## config.mk

```make
export PLATFORM = sky130hd
export DESIGN_NAME = prefetch_queue_fetcher_flat
export DESIGN_NICKNAME = d
export VERILOG_FILES = /design/src/rtl/prefetch_queue_fetcher_if.sv /design/src/rtl/prefetch_queue_fetcher.sv /design/src/flat_wrapper.sv
export SDC_FILE = /design/constraint.sdc
export NUM_CORES = 1
export LEC_CHECK = 0
export ABC_AREA = 1
export CORE_MARGIN = 2
export CORE_UTILIZATION = 40
export CTS_CLUSTER_DIAMETER = 120
export CTS_CLUSTER_SIZE = 24
export DETAILED_ROUTE_END_ITERATION = 16
export PLACE_DENSITY = 0.64
export SLEW_MARGIN = 15
export SYNTH_ARGS = -nofsm -noshare
export SYNTH_HDL_FRONTEND = slang
export SYNTH_SLANG_ARGS = --single-unit
```

## constraint.sdc

```tcl
create_clock -name clk -period 3.81 [get_ports clk]
set_clock_uncertainty 0.05 [all_clocks]
set_input_delay 0.381 -clock clk [delete_from_list [all_inputs] [get_ports clk]]
set_output_delay 0.381 -clock clk [all_outputs]
set_load 0.01 [all_outputs]
```

## src/rtl/prefetch_queue_fetcher_if.sv

```systemverilog
// Bus bundle between the prefetch queue fetcher (master), instruction memory and decode (slave).
// Handshakes: a transfer happens on a rising clk edge where the producer's valid and the consumer's ready are both high;
// memory ready means data for the presented address is on inst_mem_out_data in that same cycle.
interface prefetch_queue_fetcher_if #(
    parameter int ADDR_W = 32,
    parameter int DATA_W = 32
);
    logic              redirect_valid;
    logic [ADDR_W-1:0] redirect_pc;
    logic              inst_valid;
    logic              inst_ready;
    logic [ADDR_W-1:0] inst_pc;
    logic [DATA_W-1:0] instruction;
    logic [ADDR_W-1:0] inst_mem_out_addr;
    logic              inst_mem_out_valid;
    logic [DATA_W-1:0] inst_mem_out_data;
    logic              inst_mem_out_ready;

    modport master (
        input  redirect_valid, redirect_pc, inst_ready, inst_mem_out_data, inst_mem_out_ready,
        output inst_valid, inst_pc, instruction, inst_mem_out_addr, inst_mem_out_valid
    );

    modport slave (
        output redirect_valid, redirect_pc, inst_ready, inst_mem_out_data, inst_mem_out_ready,
        input  inst_valid, inst_pc, instruction, inst_mem_out_addr, inst_mem_out_valid
    );
endinterface

```

## src/rtl/prefetch_queue_fetcher.sv

```systemverilog
// Sequential instruction prefetcher feeding a DEPTH-entry {pc, instruction} queue; redirect flushes and restarts.
// Optional FETCHER_STATS_EN adds push / full-cycle / flush counters.
module prefetch_queue_fetcher #(
    parameter int                ADDR_W   = 32,
    parameter int                DATA_W   = 32,
    parameter int                DEPTH    = 4,
    parameter logic [ADDR_W-1:0] RESET_PC = '0
) (
    input  logic clk,
    input  logic reset,
    prefetch_queue_fetcher_if.master bus
`ifdef FETCHER_STATS_EN
    ,
    output logic [31:0] stat_fetched,
    output logic [31:0] stat_full_cycles,
    output logic [31:0] stat_flushes
`endif
);
    localparam int PTR_W = $clog2(DEPTH);
    localparam logic [PTR_W:0]   CNT_ONE  = (PTR_W+1)'(1);
    localparam logic [PTR_W:0]   CNT_FULL = (PTR_W+1)'(DEPTH);
    localparam logic [PTR_W-1:0] PTR_ONE  = PTR_W'(1);
    localparam logic [ADDR_W-1:0] PC_STEP = ADDR_W'(4);
    localparam logic [ADDR_W-1:0] PC_MASK = ~ADDR_W'(3);

    logic [ADDR_W-1:0] fetch_pc;
    logic [PTR_W:0]    count;
    logic [PTR_W-1:0]  rd_ptr;
    logic [PTR_W-1:0]  wr_ptr;
    logic [ADDR_W-1:0] pc_mem   [DEPTH];
    logic [DATA_W-1:0] data_mem [DEPTH];

    logic full;
    logic req;
    logic head_valid;
    logic push;
    logic pop;

    // STALLED phase is simply full; the request only reopens once the registered count has dropped.
    always_comb begin
        full       = (count == CNT_FULL);
        req        = !reset && !bus.redirect_valid && !full;
        head_valid = (count != '0) && !bus.redirect_valid && !reset;
        push       = req && bus.inst_mem_out_ready;
        pop        = head_valid && bus.inst_ready;
    end

    assign bus.inst_mem_out_valid = req;
    assign bus.inst_mem_out_addr  = fetch_pc;
    assign bus.inst_valid         = head_valid;
    assign bus.inst_pc            = pc_mem[rd_ptr];
    assign bus.instruction        = data_mem[rd_ptr];

    always_ff @(posedge clk) begin
        if (reset) begin
            fetch_pc <= RESET_PC;
            count    <= '0;
            rd_ptr   <= '0;
            wr_ptr   <= '0;
        end else if (bus.redirect_valid) begin
            fetch_pc <= bus.redirect_pc & PC_MASK;
            count    <= '0;
            rd_ptr   <= '0;
            wr_ptr   <= '0;
        end else begin
            if (push) begin
                wr_ptr   <= wr_ptr + PTR_ONE;
                fetch_pc <= fetch_pc + PC_STEP;
            end
            if (pop) begin
                rd_ptr <= rd_ptr + PTR_ONE;
            end
            case ({push, pop})
                2'b10:   count <= count + CNT_ONE;
                2'b01:   count <= count - CNT_ONE;
                default: count <= count;
            endcase
        end
    end

    // Storage needs no reset: entries are only read once count says they were written.
    always_ff @(posedge clk) begin
        if (push) begin
            pc_mem[wr_ptr]   <= fetch_pc;
            data_mem[wr_ptr] <= bus.inst_mem_out_data;
        end
    end

`ifdef FETCHER_STATS_EN
    always_ff @(posedge clk) begin
        if (reset) begin
            stat_fetched     <= '0;
            stat_full_cycles <= '0;
            stat_flushes     <= '0;
        end else begin
            if (push) begin
                stat_fetched <= stat_fetched + 32'd1;
            end
            if (full) begin
                stat_full_cycles <= stat_full_cycles + 32'd1;
            end
            if (bus.redirect_valid && (count != '0)) begin
                stat_flushes <= stat_flushes + 32'd1;
            end
        end
    end
`endif

endmodule
```

## src/flat_wrapper.sv

```systemverilog
// flat-port wrapper written by rule: the top's interface ports become plain ports
module prefetch_queue_fetcher_flat 
#(
    parameter int                ADDR_W   = 32,
    parameter int                DATA_W   = 32,
    parameter int                DEPTH    = 4,
    parameter logic [ADDR_W-1:0] RESET_PC = '0
)
  (clk, reset, bus_redirect_valid, bus_redirect_pc, bus_inst_ready, bus_inst_mem_out_data, bus_inst_mem_out_ready, bus_inst_valid, bus_inst_pc, bus_instruction, bus_inst_mem_out_addr, bus_inst_mem_out_valid);
  prefetch_queue_fetcher_if #(.ADDR_W(ADDR_W), .DATA_W(DATA_W)) bus_i ();
  input  logic clk;
  input  logic reset;
  input wire logic [$bits(bus_i.redirect_valid)-1:0] bus_redirect_valid;
  input wire logic [$bits(bus_i.redirect_pc)-1:0] bus_redirect_pc;
  input wire logic [$bits(bus_i.inst_ready)-1:0] bus_inst_ready;
  input wire logic [$bits(bus_i.inst_mem_out_data)-1:0] bus_inst_mem_out_data;
  input wire logic [$bits(bus_i.inst_mem_out_ready)-1:0] bus_inst_mem_out_ready;
  output wire logic [$bits(bus_i.inst_valid)-1:0] bus_inst_valid;
  output wire logic [$bits(bus_i.inst_pc)-1:0] bus_inst_pc;
  output wire logic [$bits(bus_i.instruction)-1:0] bus_instruction;
  output wire logic [$bits(bus_i.inst_mem_out_addr)-1:0] bus_inst_mem_out_addr;
  output wire logic [$bits(bus_i.inst_mem_out_valid)-1:0] bus_inst_mem_out_valid;
  assign bus_i.redirect_valid = bus_redirect_valid;
  assign bus_i.redirect_pc = bus_redirect_pc;
  assign bus_i.inst_ready = bus_inst_ready;
  assign bus_i.inst_mem_out_data = bus_inst_mem_out_data;
  assign bus_i.inst_mem_out_ready = bus_inst_mem_out_ready;
  assign bus_inst_valid = bus_i.inst_valid;
  assign bus_inst_pc = bus_i.inst_pc;
  assign bus_instruction = bus_i.instruction;
  assign bus_inst_mem_out_addr = bus_i.inst_mem_out_addr;
  assign bus_inst_mem_out_valid = bus_i.inst_mem_out_valid;
  prefetch_queue_fetcher #(.ADDR_W(ADDR_W), .DATA_W(DATA_W), .DEPTH(DEPTH), .RESET_PC(RESET_PC)) u_core (.clk(clk), .reset(reset), .bus(bus_i));
endmodule
```

==> metrics list <==
- Worst-path fanout max: 33
- The top cell types in the final layout, fill and taps aside, are sky130_fd_sc_hd__edfxtp_1 (248), sky130_fd_sc_hd__nor2_1 (164), sky130_fd_sc_hd__clkdlybuf4s50_1 (160), sky130_fd_sc_hd__o21ai_0 (150), sky130_fd_sc_hd__nand2_1 (115).
- Of the cells placed in the final design, the portion with a size suffix greater than 1 is 4.74%.
* Async set-or-reset flop fraction in the synthesized netlist: 0%
* Number of failing setup endpoints in the final timing report: 0
- TritonCTS built the clock tree.
- Worst slew margin relative to its limit: 53.7%
- Reported leakage power: 4.64 nW
* MaxCap Viol Count: 0
- In this run, distinct cell masters in the synthesized netlist total 35.
- The floorplan has 62 rows.
- Source of the worst register-to-register timing path: u_core.count[0]
* Count of clock tree sinks: 287
- Final max-slew violation count: 0
- Measured in cells, the most critical reg-to-reg path has a length of 10.
* Data required time at the worst endpoint: 3.38 ns
* Number of violations reported at the end of detailed-routing iteration 0: 577
* Vias per cell: 5.12
- Filler cells: 2597
* Critical setup path kind: flip-flop to primary output
- Area of all placed cells without fillers: 14200 um^2
- Post-detail-place hpwl: 16300 um
* YS warnings: 0
- The area growth from synthesis to layout is 20.8%.
- STA classifies the critical path startpoint as a flip-flop.
* Antenna-violating nets left: 0
- Initial antenna violation count: 0
- Post-route insts no fill: 1565
- Post CTS Setup Buffer Count: 0
- The run finished with clean final reports.
- Global routing used 17.4% of the available tracks.
- In the synthesized netlist, the number of instances is 1032.
* Final nets: 1249
- Commonest non-fill, non-tap cell in the layout: sky130_fd_sc_hd__edfxtp_1
- Entering global routing, the biggest net connects 67 pins.
- CTS Root Buffer Type: sky130_fd_sc_hd__clkbuf_16
- Across the VDD grid, the largest voltage drop is 0.208 mV.
- The endpoint identified for the worst register-to-register timing path is u_core.count[2].
- The congestion estimate from routability-driven global placement came to 0.793.
- Clock latency on the worst-skew pair, taken at its later pin, is 0.49 ns.
* Antenna diode count: 0
* Number of remaining DRC errors: 0
- Drt total wl: 26800 um
- The first global-routing pass estimated 42300 um of wire.
* EDFF count, synth: 248
* Max Clk Rate: 307 MHz
* Number of hold buffers added after CTS: 0
- Number of hold violations in the final report: 0
- After clock tree synthesis, the clock-pin slew on the worst setup and hold paths is 0.10 ns.
- Number of port buffers: 160
- After synthesis, flip-flops and latches occupy 70.2% of the total area.
- The die covers 30700 um^2.
- Effective utilization at floorplan: 40.7%
- Class of the most critical hold timing path: input port to flip-flop
* Buffer depth of the longest clock path: 3
* Synthesis-stage register bit count: 287
- Worst reg-to-reg setup slack: 1.67 ns
- The worst setup path is captured at a primary output.
- Power density of the placed cells: 391 nW/um^2
- After global routing the overflow that remains totals 0.
- CP arrival: 2.83 ns
- The die is 175 um tall.
- After synthesis the cells add up to 11700 um^2.
- Main flop type after synthesis: sky130_fd_sc_hd__edfxtp_1
* Fin crit period: 3.26 ns
- Once placement finished, the instance area stood at 13700 um^2.
* Placed cells: 1540
* Via total after detailed routing: 8015
* Measured slew at the worst slew-check pin: 0.695 ns
* Post-CTS Resized: 0
- Setup crit end: bus_inst_pc[16]
- Average cell area after synthesis: 11.4 um^2
- Num ports: 167
- Detailed Routing Iterations Pass 1: 5
- The via count of the first global-routing pass is 7826.
- RSZ-0062 raised after global routing: false
- Width of the die: 175 um
- Number of clock buffers inserted by TritonCTS: 15
* H-Tree Level Count: 1
- In the final routed layout, each cell accounts on average for 17.1 um.
- Core Area: 28800 um^2
- The worst path uses 85.6% of the clock period.
## worst min path at each step
| stage | startpoint | end | slack, ns | cells past startpoint |
|---|---|---|---|---|
| after floorplan | u_core.rd_ptr[1] | flip-flop | 0.39 | 2 |
| after global placement | u_core.rd_ptr[1] | flip-flop | 0.40 | 2 |
| after detailed placement | u_core.rd_ptr[1] | flip-flop | 0.40 | 2 |
| after CTS | bus_redirect_pc[3] | u_core.bus.inst_mem_out_addr[3] | 0.38 | 3 |
| after global routing | bus_redirect_pc[3] | u_core.bus.inst_mem_out_addr[3] | 0.40 | 3 |
| final | bus_redirect_pc[3] | u_core.bus.inst_mem_out_addr[3] | 0.41 | 3 |
## layer usage
layer | part of all wire (%) | track usage (%) | vias up
li1 | - | - | 3907
met1 | 45 | 24.0 | 3855
met2 | 47 | 29.3 | 227
met3 | 5.6 | 2.55 | 26
met4 | 1.5 | 3.85 | 0
met5 | 0 | 0 | -
## state kept, by name (all words and copies together) (netlist names), named ones only
signal / cells
u_core.pc_mem: 120
u_core.count: 3
u_core.data_mem: 128
u_core.bus.inst_mem_out_addr: 30
u_core.wr_ptr: 2
u_core.rd_ptr: 2
## worst max-delay path, cell delays in order (launching register included)
cell,delay [ns]
sky130_fd_sc_hd__dfxtp_2,0.78
sky130_fd_sc_hd__buf_4,0.47
sky130_fd_sc_hd__o21ai_0,0.15
sky130_fd_sc_hd__o22ai_1,0.32
sky130_fd_sc_hd__clkdlybuf4s50_1,0.60
## cell type report
| class | instances | area (um^2) | area share (%) |
|---|---|---|---|
| flip-flops and latches | 287 | 8230 | 58.2 |
| multi-input cells | 620 | 3000 | 21.2 |
| inverters | 73 | 278 | 1.96 |
| repair buffers | 176 | 1750 | 12.3 |
| well taps | 384 | 480 | 3.39 |
| clock buffers | 25 | 413 | 2.92 |
## cell families after synthesis
family,after synthesis,share of synthesized area [%]
buf+inv,128,4.49
flops,287,70.2
compound gates,268,12.2
xor+xnor,4,0.299
other cells,1,0.0320
simple gates,337,11.9
fa+ha+maj,7,0.812
## synthesized netlist by cell type, types with 11 or more instances
cell | count | area [um^2]
sky130_fd_sc_hd__a21oi_1 | 35 | 175
sky130_fd_sc_hd__buf_2 | 11 | 55.1
sky130_fd_sc_hd__clkbuf_1 | 37 | 139
sky130_fd_sc_hd__dfxtp_1 | 39 | 781
sky130_fd_sc_hd__edfxtp_1 | 248 | 7450
sky130_fd_sc_hd__inv_1 | 71 | 267
sky130_fd_sc_hd__nand2_1 | 115 | 432
sky130_fd_sc_hd__nand3_1 | 36 | 180
sky130_fd_sc_hd__nor2_1 | 168 | 631
sky130_fd_sc_hd__o21ai_0 | 150 | 751
sky130_fd_sc_hd__o21ai_1 | 14 | 70.1
sky130_fd_sc_hd__o22ai_1 | 62 | 388
## where the power goes
group | switching (mW) | internal (mW) | leakage, nW
registers | 0.0597 | 3.46 | 2.57
clock network | 0.938 | 0.750 | 0.197
logic | 0.159 | 0.168 | 1.87
total | 1.16 | 4.37 | 4.64
## per-stage QoR
stage / util, % / total power [mW] / hold WS, ns / TNS [ns] / worst slack (ns)
3_3_place_gp: 47.7 / 3.91 / 0.397 / 0 / 1.04
6_report: 49.2 / 5.53 / 0.407 / 0 / 0.549
2_1_floorplan: - / 3.70 / 0.386 / -45.17 / -0.182
4_1_cts: 49.2 / 5.59 / 0.378 / 0 / 0.480
5_1_grt: 49.2 / 5.73 / 0.403 / 0 / 0.400
3_5_place_dp: 47.7 / 3.92 / 0.401 / 0 / 1.03
Note: power is estimated with default switching activity, not from simulation.
